<file path="config.mk">
export PLATFORM = sky130hd
export DESIGN_NAME = lab3_cache_refill_ctrl
export DESIGN_NICKNAME = d
export VERILOG_FILES = /design/src/rtl/lab3_cache_refill_ctrl.sv
export SDC_FILE = /design/constraint.sdc
export NUM_CORES = 1
export LEC_CHECK = 0
export ABC_AREA = 1
export ABC_CLOCK_PERIOD_IN_PS = 1700
export CAP_MARGIN = 40
export CORE_AREA = 2 2 39 41
export DETAILED_ROUTE_END_ITERATION = 8
export DIE_AREA = 0 0 41 43
export DONT_BUFFER_PORTS = 1
export HOLD_SLACK_MARGIN = 0.05
export PLACE_DENSITY = 0.62
export SYNTH_ARGS = -nofsm -noshare
export SYNTH_HDL_FRONTEND = slang
export SYNTH_SLANG_ARGS = --single-unit
</file>
<file path="constraint.sdc">
create_clock -name clk -period 1.7 [get_ports clk]
set_input_delay 0.17 -clock clk [delete_from_list [all_inputs] [get_ports clk]]
set_output_delay 0.17 -clock clk [all_outputs]
set_load 0.1 [all_outputs]
</file>
<file path="src/rtl/lab3_cache_refill_ctrl.sv">
// Miss-handling sequencer for a two-stage write-back, direct-mapped cache.
// Accepts a tag miss from M1, stalls the pipeline, evicts a dirty victim word by word,
// refills the requested line, writes the tag array, then pulses done so M1 replays.
module lab3_cache_refill_ctrl #(
    parameter int unsigned p_line_words = 4,
    localparam int unsigned W = $clog2(p_line_words)
) (
    input  logic         clk,
    input  logic         reset,
    input  logic         miss_val,
    input  logic         miss_dirty,
    output logic         miss_rdy,
    output logic         stall,
    output logic         mem_addr_sel,
    output logic         memreq_val,
    input  logic         memreq_rdy,
    output logic         memreq_type,
    output logic [W-1:0] memreq_word_idx,
    input  logic         memresp_val,
    output logic         memresp_rdy,
    output logic         refill_we,
    output logic [W-1:0] refill_word_idx,
    output logic         tarray_we,
    output logic         done
);

    typedef enum logic [1:0] {StIdle, StEvict, StRefill, StUpdate} state_e;

    localparam logic [W:0] LineWords = (W + 1)'(p_line_words);
    localparam logic [W:0] LastResp  = LineWords - (W + 1)'(1);

    state_e     state_q, state_d;
    logic [W:0] req_cnt_q, req_cnt_d;
    logic [W:0] resp_cnt_q, resp_cnt_d;

    // State and counter registers; reset aborts any miss in flight.
    always_ff @(posedge clk) begin
        if (reset) begin
            state_q    <= StIdle;
            req_cnt_q  <= '0;
            resp_cnt_q <= '0;
        end else begin
            state_q    <= state_d;
            req_cnt_q  <= req_cnt_d;
            resp_cnt_q <= resp_cnt_d;
        end
    end

    // Next-state and control outputs decoded from the current state.
    always_comb begin
        state_d         = state_q;
        miss_rdy        = 1'b0;
        stall           = 1'b0;
        mem_addr_sel    = 1'b0;
        memreq_val      = 1'b0;
        memreq_type     = 1'b0;
        memreq_word_idx = '0;
        memresp_rdy     = 1'b0;
        refill_we       = 1'b0;
        refill_word_idx = '0;
        tarray_we       = 1'b0;
        done            = 1'b0;
        unique case (state_q)
            StIdle: begin
                miss_rdy = 1'b1;
                // Freeze M0/M1 in the same cycle the miss is accepted.
                stall    = miss_val;
                if (miss_val) begin
                    state_d = miss_dirty ? StEvict : StRefill;
                end
            end
            StEvict: begin
                stall           = 1'b1;
                memreq_type     = 1'b1;
                memreq_val      = (req_cnt_q < LineWords);
                memreq_word_idx = req_cnt_q[W-1:0];
                memresp_rdy     = 1'b1;
                if (memresp_val && (resp_cnt_q == LastResp)) begin
                    state_d = StRefill;
                end
            end
            StRefill: begin
                stall           = 1'b1;
                mem_addr_sel    = 1'b1;
                memreq_val      = (req_cnt_q < LineWords);
                memreq_word_idx = req_cnt_q[W-1:0];
                memresp_rdy     = 1'b1;
                // Responses arrive in order, so the response count is the word index.
                refill_we       = memresp_val;
                refill_word_idx = resp_cnt_q[W-1:0];
                if (memresp_val && (resp_cnt_q == LastResp)) begin
                    state_d = StUpdate;
                end
            end
            StUpdate: begin
                stall     = 1'b1;
                tarray_we = 1'b1;
                done      = 1'b1;
                state_d   = StIdle;
            end
            default: state_d = StIdle;
        endcase
    end

    // Request/response counters; cleared whenever the state changes.
    always_comb begin
        req_cnt_d  = req_cnt_q;
        resp_cnt_d = resp_cnt_q;
        if (state_d != state_q) begin
            req_cnt_d  = '0;
            resp_cnt_d = '0;
        end else begin
            if (memreq_val && memreq_rdy) begin
                req_cnt_d = req_cnt_q + (W + 1)'(1);
            end
            if (memresp_val && memresp_rdy) begin
                resp_cnt_d = resp_cnt_q + (W + 1)'(1);
            end
        end
    end

endmodule

</file>
==> results.toml <==
[outcome]
status = "completed"

[detailed_routing]
ant_nets = 0
wl_per_cell_um = 9.82
drt_iter0_drc = 4
vias_per_cell = 4.70
drc = 0
drt-pass1-iter-count = 4
routed_wirelength_um = 1120
via_count = 536

[floorplan]
dieArea_mm2 = 0.00176
initial_utilization_pct = 40.4
num_rows = 14
num_io_pins = 19
core_area_mm2 = 0.00138
die_w_um = 41
die_y_um = 43

[yosys]
synth_cell_type_count = 16
synth-seq-cells = 8
synth.most_common_cell = "nand2_1"
synth_nets = 96
yosys-top-cells-count = "nand2_1 (22), inv_1 (15), nor2_1 (10)"
synthTopCellsByArea = "dfxtp_1 (29%), ha_1 (18%), nand2_1 (15%)"
avgSynthCellArea_um2 = 6.82
yosysWarnings = 0
syn_area_um2 = 559
synth_top_area_share_pct = 28.6
ys_seq_area_share_pct = 28.6
synth_cells = 82
ys.flop_type = "dfxtp_1"
synth_top_area_cell = "dfxtp_1"
synth_edf_count = 0
synthArstFlopShare_pct = 0

[layout]
nets = 113
fin_util_pct = 61.0
syn2layout_area_growth_pct = 51.0
n_antenna_cell = 0
drive_above_1_share_pct = 37.8

[setup_path]
crit_arrival_ns = 1.41
cp.required_ns = 1.53
cp_max_fo = 6
reg2reg_depth = 11
startpoint = "state_q[1]"
path_depth = 5
slowest_delay_ns = 0.38
critPathBufInv = 3
crit_slowest_cell = "dfxtp_2"
r2r-start = "resp_cnt_q[0]"
path_class = "reg2out"
crit_family = "flip-flops"
worstPathCellList = "inv_4 > ha_4 > inv_2 > nor2_4 > buf_12"
crit_path_end_kind = "output port"
startpoint_type = "flop"

[place]
dpl.hpwl_um = 968
io_buffers = 0
gp_congestion = 0.693
dp_worst_setup_slack_ns = 0.160

[sta]
rsz0062_at_grt = "no"
period_share_pct = 92.8
slew_headroom_pct = 80.4
fmax_mhz = 634
layout_setup_ws_ns = 0.122
fin_crit_ns = 1.58
hold_viol = 0
clock_skew_ns = 0.00335
slew_viol_final = 0
worstMarginPinSlew_ns = 0.292
setup_viol = 0

[grt]
overflow = 0
track_usage_pct = 16.0
grt_busiest_layer = "met2"
grtUsageMet1_pct = 14.9
grt_pass1_vias = 504
use_met2_pct = 29.1
grt_pass1_wl_um = 1910
met3_usage_pct = 4.19
antenna_found_initial = 0
grt_max_degree = 7

[clock_tree]
clk_path_buf_depth = 2
numCtsBuffers = 3
post_cts_buffers = 0
cts.repair.resized = 0
h-tree-depth = 1
clk_latency_ns = 0.26
cts.sinks = 8
clkTransAtPathRegs_ns = 0.05
root_buffer = "clkbuf_4"
cts_tree = "yes"

[power]
ir_drop_v = 0.000582
p_per_area_mw_per_mm2 = 1140
p_total_mw = 0.959
power.leakage_nw = 0.359

[min_path]
hold_path_depth = 2
hp-class = "in2reg"
min_from = "memreq_rdy"

[job]
cap_violations = 0
where the power goes:
group / total, mW / internal [mW] / switching [mW]
Combinational: 0.585 / 0.160 / 0.425
Sequential: 0.219 / 0.201 / 0.0180
Clock: 0.154 / 0.0897 / 0.0643
Total: 0.959 / 0.451 / 0.507
stage by stage:
stage	cells	instance area (µm²)	hold slack [ns]	setup TNS, ns
finish	114	845	0.100	0
global route	114	845	0.103	0
CTS	114	845	0.104	0
detailed placement	109	808	0.233	0
global placement	109	808	0.236	0
floorplan	82	616	0.229	-1.21
worst paths after layout:
kind,end,slack [ns]
min,req_cnt_q[2],0.10
min reg2reg,req_cnt_q[1],0.55
max,memreq_val,0.12
max reg2reg,req_cnt_q[1],0.17
worst reg2reg max path: cells and delay by family (launching register included):
kind	cells	cell delay (ns)
and+or+nand+nor	9	0.74
adders and majority gates	2	0.40
DFF	1	0.33
kinds of logic after synthesis:
family	Yosys count	synth area share (%)
AO/OA/AOI/OAI	6	6.71
XOR/XNOR	2	3.13
adder cells (fa/ha/maj)	8	17.9
buffers and inverters	17	12.1
flip-flops	8	28.6
multiplexers	1	2.01
AND/OR/NAND/NOR	40	29.5
flip-flops by register name, summed over array words and instances, names as in the netlist:
name / cells
req_cnt_q: 3
resp_cnt_q: 3
state_q: 2
layout by cell type (no fill, tap or decap), drive strengths merged:
master | synthesis | layout
clkinvlp | 0 | 5
nand2 | 26 | 26
nand3 | 4 | 4
buf | 1 | 12
dfxtp | 8 | 8
o21ai | 1 | 1
a21oi | 3 | 3
o211ai | 1 | 1
xor2 | 2 | 2
nor2 | 10 | 10
mux2 | 1 | 1
a31oi | 1 | 1
clkbuf | 0 | 4
ha | 8 | 8
dlygate4sd3 | 0 | 1
inv | 16 | 11
area by class of cell:
cell class,instances,area [µm²]
clock buffer,4,26.3
fill,126,539
inverter,16,83.8
multi-input combinational,57,362
sequential,8,165
tap,16,20.0
timing repair buffer,13,188
layer usage:
metal	wire length (µm)	up-vias
li1	-	279
met1	417	238
met2	606	15
met3	75	4
met4	19	0
met5	0	-
timing repair:
| action | in CTS | in global routing |
|---|---|---|
| endpoints found under the setup margin | 0 | 0 |
| hold buffers | 1 | 0 |
| endpoints found under the hold margin | 2 | 0 |
Note: power is estimated with default switching activity, not from simulation.
